<file path="src/rtl/hilo_muldiv_ctrl_pkg.sv">
// Shared constants for the HI/LO multiply/divide sequencer and the instruction decoder.
package hilo_pkg;

  typedef enum logic [1:0] {
    OP_MULT  = 2'b00,
    OP_MULTU = 2'b01,
    OP_DIV   = 2'b10,
    OP_DIVU  = 2'b11
  } op_e;

  typedef enum logic [2:0] {
    S_IDLE = 3'd0,
    S_MUL  = 3'd1,
    S_DIV  = 3'd2,
    S_FIX  = 3'd3,
    S_DONE = 3'd4
  } state_e;

endpackage

</file>
<file path="src/rtl/hilo_muldiv_ctrl_if.sv">
// Pipeline-facing request/result bundle of the HI/LO multiply/divide sequencer.
interface hilo_muldiv_ctrl_if
  import hilo_pkg::*;
#(
  parameter int WIDTH = 32
);
  logic             start;
  op_e              op;
  logic [WIDTH-1:0] rda;
  logic [WIDTH-1:0] rdx;
  logic             wr_hi;
  logic             wr_lo;
  logic [WIDTH-1:0] wr_data;
  logic             busy;
  logic             done;
  logic             div_by_zero;
  logic [WIDTH-1:0] hi;
  logic [WIDTH-1:0] lo;

  modport master (
    output start, op, rda, rdx, wr_hi, wr_lo, wr_data,
    input  busy, done, div_by_zero, hi, lo
  );

  modport slave (
    input  start, op, rda, rdx, wr_hi, wr_lo, wr_data,
    output busy, done, div_by_zero, hi, lo
  );
endinterface

</file>
<file path="src/rtl/hilo_muldiv_ctrl.sv">
// Multi-cycle MULT/MULTU/DIV/DIVU sequencer owning the architectural HI/LO pair.
// Radix-2 shift-add multiply and restoring divide on operand magnitudes, one step per clock.
module hilo_muldiv_ctrl
  import hilo_pkg::*;
#(
  parameter int WIDTH = 32
) (
  input  logic              clk,
  input  logic              rst,
  hilo_muldiv_ctrl_if.slave bus
);

  localparam int CW = $clog2(WIDTH);
  localparam logic [CW-1:0] CNT_LAST = CW'(WIDTH - 1);
  localparam logic [CW-1:0] CNT_ONE  = CW'(1);
  localparam logic [CW-1:0] CNT_ZERO = CW'(0);

  state_e             state_r, state_s;
  logic [CW-1:0]      cnt_r;
  logic [WIDTH-1:0]   acc_hi_r, acc_lo_r, opa_r, opb_r, hi_r, lo_r;
  logic               neg_q_r, neg_r_r, is_div_r;
  logic               busy_r, done_r, dbz_r;
  logic               idle_s, accept_s, is_div_op_s, is_signed_s, dbz_start_s, borrow_s;
  logic [WIDTH-1:0]   abs_a_s, abs_b_s, res_hi_s, res_lo_s;
  logic [WIDTH:0]     mul_sum_s, div_shift_s, div_diff_s;
  logic [2*WIDTH-1:0] prod_s;

  assign idle_s      = (state_r == S_IDLE) || (state_r == S_DONE);
  assign accept_s    = idle_s && bus.start;
  assign is_div_op_s = (bus.op == OP_DIV) || (bus.op == OP_DIVU);
  assign is_signed_s = (bus.op == OP_MULT) || (bus.op == OP_DIV);
  assign dbz_start_s = is_div_op_s && (bus.rdx == {WIDTH{1'b0}});
  assign abs_a_s     = (is_signed_s && bus.rda[WIDTH-1]) ? -bus.rda : bus.rda;
  assign abs_b_s     = (is_signed_s && bus.rdx[WIDTH-1]) ? -bus.rdx : bus.rdx;

  // acc_hi holds the product high half or the partial remainder; acc_lo the multiplier or quotient
  assign mul_sum_s   = {1'b0, acc_hi_r} + (acc_lo_r[0] ? {1'b0, opa_r} : {(WIDTH+1){1'b0}});
  assign div_shift_s = {acc_hi_r, acc_lo_r[WIDTH-1]};
  assign div_diff_s  = div_shift_s - {1'b0, opb_r};
  assign borrow_s    = div_diff_s[WIDTH];

  assign prod_s   = neg_q_r ? -{acc_hi_r, acc_lo_r} : {acc_hi_r, acc_lo_r};
  assign res_hi_s = is_div_r ? (neg_r_r ? -acc_hi_r : acc_hi_r) : prod_s[2*WIDTH-1:WIDTH];
  assign res_lo_s = is_div_r ? (neg_q_r ? -acc_lo_r : acc_lo_r) : prod_s[WIDTH-1:0];

  // Next-state selection
  always_comb begin
    state_s = state_r;
    case (state_r)
      S_IDLE, S_DONE: begin
        if (!accept_s)        state_s = S_IDLE;
        else if (dbz_start_s) state_s = S_DONE;
        else if (is_div_op_s) state_s = S_DIV;
        else                  state_s = S_MUL;
      end
      S_MUL, S_DIV: state_s = (cnt_r == CNT_ZERO) ? S_FIX : state_r;
      S_FIX:        state_s = S_DONE;
      default:      state_s = S_IDLE;
    endcase
  end

  // State register with registered busy/done handshake
  always_ff @(posedge clk) begin
    if (rst) begin
      state_r <= S_IDLE;
      busy_r  <= 1'b0;
      done_r  <= 1'b0;
    end else begin
      state_r <= state_s;
      busy_r  <= (state_s == S_MUL) || (state_s == S_DIV) || (state_s == S_FIX);
      done_r  <= (state_s == S_DONE);
    end
  end

  // Iteration datapath and architectural HI/LO
  always_ff @(posedge clk) begin
    if (rst) begin
      cnt_r    <= CNT_ZERO;
      acc_hi_r <= {WIDTH{1'b0}};
      acc_lo_r <= {WIDTH{1'b0}};
      opa_r    <= {WIDTH{1'b0}};
      opb_r    <= {WIDTH{1'b0}};
      hi_r     <= {WIDTH{1'b0}};
      lo_r     <= {WIDTH{1'b0}};
      neg_q_r  <= 1'b0;
      neg_r_r  <= 1'b0;
      is_div_r <= 1'b0;
      dbz_r    <= 1'b0;
    end else begin
      if (idle_s && bus.wr_hi) hi_r <= bus.wr_data;
      if (idle_s && bus.wr_lo) lo_r <= bus.wr_data;
      case (state_r)
        S_IDLE, S_DONE: begin
          if (accept_s) begin
            opa_r    <= abs_a_s;
            opb_r    <= abs_b_s;
            neg_q_r  <= is_signed_s && (bus.rda[WIDTH-1] ^ bus.rdx[WIDTH-1]);
            neg_r_r  <= is_signed_s && bus.rda[WIDTH-1];
            is_div_r <= is_div_op_s;
            cnt_r    <= CNT_LAST;
            acc_hi_r <= {WIDTH{1'b0}};
            acc_lo_r <= is_div_op_s ? abs_a_s : abs_b_s;
            // Divide by zero finishes immediately and wins over a same-edge direct write
            if (dbz_start_s) begin
              hi_r  <= bus.rda;
              lo_r  <= {WIDTH{1'b1}};
              dbz_r <= 1'b1;
            end
          end
        end
        S_MUL: begin
          acc_hi_r <= mul_sum_s[WIDTH:1];
          acc_lo_r <= {mul_sum_s[0], acc_lo_r[WIDTH-1:1]};
          cnt_r    <= cnt_r - CNT_ONE;
        end
        S_DIV: begin
          acc_hi_r <= borrow_s ? div_shift_s[WIDTH-1:0] : div_diff_s[WIDTH-1:0];
          acc_lo_r <= {acc_lo_r[WIDTH-2:0], ~borrow_s};
          cnt_r    <= cnt_r - CNT_ONE;
        end
        S_FIX: begin
          hi_r  <= res_hi_s;
          lo_r  <= res_lo_s;
          dbz_r <= 1'b0;
        end
        default: begin
          cnt_r <= CNT_ZERO;
        end
      endcase
    end
  end

  assign bus.busy        = busy_r;
  assign bus.done        = done_r;
  assign bus.div_by_zero = dbz_r;
  assign bus.hi          = hi_r;
  assign bus.lo          = lo_r;

endmodule

</file>
<file path="src/flat_wrapper.sv">
// flat-port wrapper written by rule: the top's interface ports become plain ports
module hilo_muldiv_ctrl_flat import hilo_pkg::*;
#(
  parameter int WIDTH = 32
)
  (clk, rst, bus_start, bus_op, bus_rda, bus_rdx, bus_wr_hi, bus_wr_lo, bus_wr_data, bus_busy, bus_done, bus_div_by_zero, bus_hi, bus_lo);
  hilo_muldiv_ctrl_if #(.WIDTH(WIDTH)) bus_i ();
  input  logic clk;
  input  logic rst;
  input wire logic [$bits(bus_i.start)-1:0] bus_start;
  input wire logic [$bits(bus_i.op)-1:0] bus_op;
  input wire logic [$bits(bus_i.rda)-1:0] bus_rda;
  input wire logic [$bits(bus_i.rdx)-1:0] bus_rdx;
  input wire logic [$bits(bus_i.wr_hi)-1:0] bus_wr_hi;
  input wire logic [$bits(bus_i.wr_lo)-1:0] bus_wr_lo;
  input wire logic [$bits(bus_i.wr_data)-1:0] bus_wr_data;
  output wire logic [$bits(bus_i.busy)-1:0] bus_busy;
  output wire logic [$bits(bus_i.done)-1:0] bus_done;
  output wire logic [$bits(bus_i.div_by_zero)-1:0] bus_div_by_zero;
  output wire logic [$bits(bus_i.hi)-1:0] bus_hi;
  output wire logic [$bits(bus_i.lo)-1:0] bus_lo;
  assign bus_i.start = bus_start;
  assign bus_i.op = bus_op;
  assign bus_i.rda = bus_rda;
  assign bus_i.rdx = bus_rdx;
  assign bus_i.wr_hi = bus_wr_hi;
  assign bus_i.wr_lo = bus_wr_lo;
  assign bus_i.wr_data = bus_wr_data;
  assign bus_busy = bus_i.busy;
  assign bus_done = bus_i.done;
  assign bus_div_by_zero = bus_i.div_by_zero;
  assign bus_hi = bus_i.hi;
  assign bus_lo = bus_i.lo;
  hilo_muldiv_ctrl #(.WIDTH(WIDTH)) u_core (.clk(clk), .rst(rst), .bus(bus_i));
endmodule
</file>
<file path="config.mk">
export PLATFORM = sky130hd
export DESIGN_NAME = hilo_muldiv_ctrl_flat
export DESIGN_NICKNAME = d
export VERILOG_FILES = /design/src/rtl/hilo_muldiv_ctrl_pkg.sv /design/src/rtl/hilo_muldiv_ctrl_if.sv /design/src/rtl/hilo_muldiv_ctrl.sv /design/src/flat_wrapper.sv
export SDC_FILE = /design/constraint.sdc
export NUM_CORES = 1
export LEC_CHECK = 0
export CAP_MARGIN = 20
export CORE_MARGIN = 2
export CORE_UTILIZATION = 40
export CTS_CLUSTER_DIAMETER = 50
export DETAILED_ROUTE_END_ITERATION = 7
export SLEW_MARGIN = 20
export SYNTH_ARGS = -nofsm -noshare
export SYNTH_HDL_FRONTEND = slang
export SYNTH_SLANG_ARGS = --single-unit
</file>
<file path="constraint.sdc">
create_clock -name clk -period 3.9 [get_ports clk]
set_input_delay 0.975 -clock clk [delete_from_list [all_inputs] [get_ports clk]]
set_output_delay 0.975 -clock clk [all_outputs]
set_load 0.05 [all_outputs]
</file>
Word level (Yosys, flattened, before mapping)
Cells that the tools add are included.
{ "classes": {"n_reduce_logical": 24, "bitwise": 3, "muxes": 32, "n_eq_ne": 12, "addsub": 8} }
{ "ops": {"columns": ["op", "count"], "rows": [
  ["2-to-1 mux 32 bit", 17],
  ["case mux 32 bit (3 select lines)", 2],
  ["negator 32 bit", 4],
  ["case mux 32 bit (2 select lines)", 2],
  ["2-to-1 mux 64 bit", 1],
  ["negator 64 bit", 1],
  ["adder 32 x 33 -> 33 bit", 1],
  ["subtractor 33 x 32 -> 33 bit", 1],
  ["logical NOT 32 bit", 1],
  ["case mux 5 bit (3 select lines)", 1],
  ["equality test 3 x 2 -> 1 bit, second input constant", 4],
  ["2-to-1 mux 3 bit", 3],
  ["case mux 3 bit (3 select lines)", 1],
  ["logical AND 1 bit", 7],
  ["equality test 3 x 1 -> 1 bit, second input constant", 2],
  ["equality test 3 bit, second input constant", 2],
  ["AND reduction 2 bit", 3],
  ["logical NOT 5 bit", 1],
  ["logical OR 1 bit", 5],
  ["2-to-1 mux 5 bit", 1],
  ["subtractor 5 x 1 -> 5 bit, second input constant", 1],
  ["equality test 2 bit, second input constant", 2],
  ["!= test 2 x 1 -> 1 bit, second input constant", 2],
  ["OR reduction 2 bit", 2],
  ["10 further kinds", 12]
]} }
{ "word_totals": {"regBits": 206, "in_bits": 103} }

Longest topological paths before layout
{ "logic_depth": {"depth_word": 9, "mapped_depth": 15} }

Least setup slack after synthesis
OpenSTA, ideal clock, no wires.
{ "synth_timing": {"path_kind": "register to register", "startpoint": "register u_core.acc_lo_r[31]", "endpoint": "register u_core.acc_hi_r[14]", "path_buffers": 1, "path_stages_with_launch": 14, "arrival_time_ns": 3.155, "setup_slack_ns": 0.617, "path_cell_list": "dfxtp_1 inv_1 ha_1 fa_1 nor2b_1 o2111ai_1 a31o_2 a21oi_2 o31ai_4 xnor2_1 buf_2 mux2_2 a222oi_1 nor2_1"} }
{ "synth_via": {"elab_chain_len": 3} }
{ "synth_rtl": {"columns": ["element", "line", "text"], "rows": [
  ["from (decl)", "hilo_muldiv_ctrl.sv:20", "logic [WIDTH-1:0] acc_hi_r, acc_lo_r, opa_r, opb_r, hi_r, lo_r;"],
  ["from (signal assigned)", "hilo_muldiv_ctrl.sv:80", "acc_lo_r <= {WIDTH{1'b0}};"],
  ["from (signal assigned)", "hilo_muldiv_ctrl.sv:102", "acc_lo_r <= is_div_op_s ? abs_a_s : abs_b_s;"],
  ["from (signal assigned)", "hilo_muldiv_ctrl.sv:113", "acc_lo_r <= {mul_sum_s[0], acc_lo_r[WIDTH-1:1]};"],
  ["subtractor 33 x 32 -> 33 bit", "hilo_muldiv_ctrl.sv:39", "assign div_diff_s = div_shift_s - {1'b0, opb_r};"],
  ["2-to-1 mux 32 bit", "hilo_muldiv_ctrl.sv:117", "acc_hi_r <= borrow_s ? div_shift_s[WIDTH-1:0] : div_diff_s[WIDTH-1:0];"],
  ["case mux 32 bit (3 select lines)", "hilo_muldiv_ctrl.sv:92", "case (state_r)"],
  ["to (signal assigned)", "hilo_muldiv_ctrl.sv:101", "acc_hi_r <= {WIDTH{1'b0}};"],
  ["to (signal assigned)", "hilo_muldiv_ctrl.sv:112", "acc_hi_r <= mul_sum_s[WIDTH:1];"],
  ["to (signal assigned)", "hilo_muldiv_ctrl.sv:117", null],
  ["to (decl)", "hilo_muldiv_ctrl.sv:20", null]
]} }
Every way passes these cells.
A chain may end at the register's enable or synchronous reset.

Final worst setup path
{ "layout_timing": {"startpoint": "input port bus_rda[13]", "endpoint": "register u_core.acc_lo_r[28]"} }
{ "layout_via": {"elab_chain_len": 5} }
{ "layout_rtl": {"columns": ["element", "line", "text"], "rows": [
  ["from (decl)", "flat_wrapper.sv:12", "input wire logic [$bits(bus_i.rda)-1:0] bus_rda;"],
  ["negator 32 bit", "hilo_muldiv_ctrl.sv:33", "assign abs_a_s = (is_signed_s && bus.rda[WIDTH-1]) ? -bus.rda : bus.rda;"],
  ["2-to-1 mux 32 bit", "hilo_muldiv_ctrl.sv:33", null],
  ["2-to-1 mux 32 bit", "hilo_muldiv_ctrl.sv:102", null],
  ["2-to-1 mux 32 bit", "hilo_muldiv_ctrl.sv:94", "if (accept_s) begin"],
  ["case mux 32 bit (3 select lines)", "hilo_muldiv_ctrl.sv:92", null],
  ["to (signal assigned)", "hilo_muldiv_ctrl.sv:102", null],
  ["to (signal assigned)", "hilo_muldiv_ctrl.sv:113", null],
  ["to (signal assigned)", "hilo_muldiv_ctrl.sv:118", "acc_lo_r <= {acc_lo_r[WIDTH-2:0], ~borrow_s};"]
]} }
Every way passes these cells. The select of a mux whose other input is x is not followed.

==> impl_metrics.toml <==
[yosys]
synth.yosys.warnings = 0
synth.ff_latch_count = 206
synthTopCellsByArea = "dfxtp_1 (25%), a21oi_1 (5.7%), nor2_1 (5.5%), ha_1 (5.3%), xnor2_1 (4.8%)"
ys_types = 86
ys_dominant_reg_cell = "dfxtp_1"
synth_async_sr_flop_share_pct = 0
synth_nets = 2296
yosysMostFrequentCell = "nor2_1"
post-synth-top-area-cell = "dfxtp_1"
synth_commonest_cells = "nor2_1 (239), dfxtp_1 (206), a21oi_1 (184)"
number_of_enable_flip_flop_cells_after_synthesis = 0
proportion_of_synthesized_chip_area_in_sequential_cells_pct = 25.49
syn_inst = 2122
synth_top_area_share_pct = 25.49
syn_avg_cell_area_um2 = 7.625
syn-cell-area_um2 = 16180

[die]
placeableCoreArea_um2 = 39820
die_w_um = 205.1
io_count = 170
fp.dieArea_um2 = 42070
die_y_um = 205.1
start_util_pct = 40.63
fp-row-count = 73

[setup_path]
critical_path.most_common_cell = "a21oi_1"
critPathSlowestCell = "nor4b_1"
worst_r2r_endpoint = "u_core.bus.hi[26]"
critical_path_required_ns = 4.27
regToRegSetupSlack_ns = 0.28
worst_reg2reg_path_depth = 14
worstPathBufferInverterCount = 1
cp_top_family = "simple AND/OR/NAND/NOR gates"
crit-reg2reg-launch = "u_core.acc_lo_r[0]"
slowest_delay_ns = 0.65
path_class = "input pin to flop"
setup.worst_path.start_class = "input pin"
critPathMaxFanout = 6
critical_path.cell_chain = "clkdlybuf4s50_1, or4_1, nor4_2, nor4b_1, and2_1, a21oi_1, xnor2_1, a21oi_1, o22ai_1, nor2_1"
cp_data_arrival_time_ns = 4.03
critical_path.endpoint_type = "flop"

[route]
route.antenna.remaining_nets = 0
detail_route.vias_per_cell = 6.135
detailroute.via_count = 17614
finalWirelength_um = 67690
drcViolationCount = 0
firstDrtPassIters = 5
dr_wl_cell_um = 23.58
drtIter0Drc = 1753

[power_and_ir_drop]
leakagePower_nw = 8.313
sequentialPowerShare_pct = 27.2
power.switching_mw = 3.913
sw_frac_of_total_pct = 39.95
share_clk_of_total_power_pct = 32.1
p_int_mw = 5.883
power_density_nw_per_um2 = 483.2
share_comb_of_total_power_pct = 40.8
ir_drop_worst_case_vdd_mv = 0.2960

[clocking]
cts_hold_buffers = 0
tritoncts = "done"
cts_made_buffers = 34
path_clk_slew_ns = 0.06
cts_buffer_depth = 3
tritoncts_num_sinks = 206
cts_root_buf = "clkbuf_16"
post_cts_setup_driven_buffer_insertion_count = 0
post_cts_resize_count = 0
htreeDepth = 2
clock_insertion_delay_worst_skew_ns = 0.52

[timing]
fmax_mhz = 272.8
fin_tns_setup_ns = 0
min_period_ns = 3.665
setup-violations-final = 0
slew_viol_final = 0
clock_skew_ns = 0.01541
slew-limit-headroom_pct = 27.49
grt_setup_unrepaired = "no"
worst_margin_slew_ns = 1.088
hold_viol_final = 0
fin_crit_sh_pct = 93.98

[grt]
first_global_vias = 16225
grt_antenna_before_repair = 1
grt.overflow.total = 0
grt_use_total_pct = 31.30
grt_pass1_wl_um = 100700
grt_start_max_net_pins = 113

[hold_path]
hold_path_startpoint = "u_core.opa_r[0]"
hold_path_depth = 2
timing.hold.worst_endpoint = "u_core.opa_r[0]"
min_path_type = "flop to flop"

[outcome]
run_status = "complete, no violations"

[cells_and_area]
layout.nets = 2495
postLayoutCoreUtil_pct = 50.91
antennaDiodeCount = 0
layout-drive-gt1-share_pct = 11.30
layout-area-overhead-vs-synth_pct = 25.31

[placed_design]
io_buffers = 169
dp.final_hpwl_um = 52180
place_congestion = 0.9554

[job]
max-cap-violations = 0
## metrics by stage
step	cell area, um2	cells	worst slack [ns]	hold slack [ns]	power [mW]
floorplan	16180	2122	0.6174	0.4317	5.150
global placement	19110	2810	-0.1399	0.4379	6.556
detailed placement	19110	2810	-0.1478	0.4479	6.592
CTS	20270	2871	0.3532	0.4558	9.740
global route	20270	2871	0.1470	0.4985	10.23
finish	20270	2871	0.2350	0.4568	9.796
## state kept, by name (all words and copies together), names as in the netlist
signal	count
u_core.acc_hi_r	32
u_core.acc_lo_r	32
u_core.bus.busy	1
u_core.bus.div_by_zero	1
u_core.bus.done	1
u_core.bus.hi	32
u_core.bus.lo	32
u_core.cnt_r	5
u_core.is_div_r	1
u_core.neg_q_r	1
u_core.neg_r_r	1
u_core.opa_r	32
u_core.opb_r	32
u_core.state_r	3
## power by group through the flow
| stage | combinational [mW] | sequential [mW] | clock, mW |
|---|---|---|---|
| global placement | 3.87 | 2.69 | 0 |
| detailed placement | 3.90 | 2.70 | 0 |
| finish | 3.99 | 2.66 | 3.14 |
| CTS | 3.92 | 2.65 | 3.16 |
| global route | 4.28 | 2.69 | 3.26 |
| floorplan | 2.36 | 2.79 | 0 |
## placed cells by master (no fill, tap or decap), types with 19 or more instances in the layout
cell type,Yosys,layout
nand2_1,168,168
clkbuf_16,0,35
dfxtp_1,206,206
nand3_1,36,36
nor3_1,60,60
nand2b_1,19,19
a221oi_1,44,44
nor2_1,239,236
a21o_1,37,36
xnor2_1,88,87
o31ai_1,24,24
mux2i_1,72,72
and2_1,47,46
o21ai_0,91,91
ha_1,69,69
buf_4,3,138
a31oi_1,24,24
o211ai_1,21,21
inv_1,71,71
clkdlybuf4s50_1,0,167
a22oi_1,27,27
a21oi_1,184,183
xor2_1,73,73
a211oi_1,88,88
## layout make-up
type / instances / area, um2
tap: 525 / 656.9
sequential: 206 / 4124
inverter: 72 / 270.3
clock inverter: 21 / 256.5
clock buffer: 40 / 904.6
multi-input combinational: 1695 / 11240
timing repair buffer: 312 / 2824
fill: 3983 / 19550
## per-layer routing
metal	wire length [um]	vias to the layer above	share of wire, %	track usage (%)
met5	13	-	0.019	0
met4	1770	2	2.6	8.762
met3	4746	105	7.0	3.627
met2	30840	753	46	50.07
met1	30320	8532	45	44.21
li1	-	8222	-	-
## cell families after synthesis
family,after synthesis,share of synthesized area [%]
AND/OR/NAND/NOR,693,20.61
AO/OA/AOI/OAI,685,28.92
buffers and inverters,221,5.321
flip-flops,206,25.49
XOR/XNOR,161,8.715
multiplexers,85,5.359
adder cells (fa/ha/maj),71,5.584
## worst reg2reg max path: cells and delay by family, from the launching register on
family,cells,cell delay (ns)
AOI/OAI and AO/OA,4,1.25
buffers and inverters,4,0.65
and+or+nand+nor,4,0.89
DFF,1,0.31
xor gates and xnor gates,1,0.28
adders and majority gates,1,0.16
## how the worst max path moves through the flow
stage	startpoint	endpoint	cells past startpoint
after CTS	u_core.acc_lo_r[31]	u_core.acc_hi_r[23]	13
after global routing	u_core.acc_hi_r[6]	u_core.acc_hi_r[23]	11
after floorplan	u_core.acc_lo_r[31]	u_core.acc_hi_r[14]	13
after global placement	bus_rda[12]	u_core.acc_lo_r[30]	10
final	bus_rda[13]	u_core.acc_lo_r[28]	10
after detailed placement	bus_rda[12]	u_core.acc_lo_r[28]	10
Note: power is estimated with default switching activity, not from simulation.
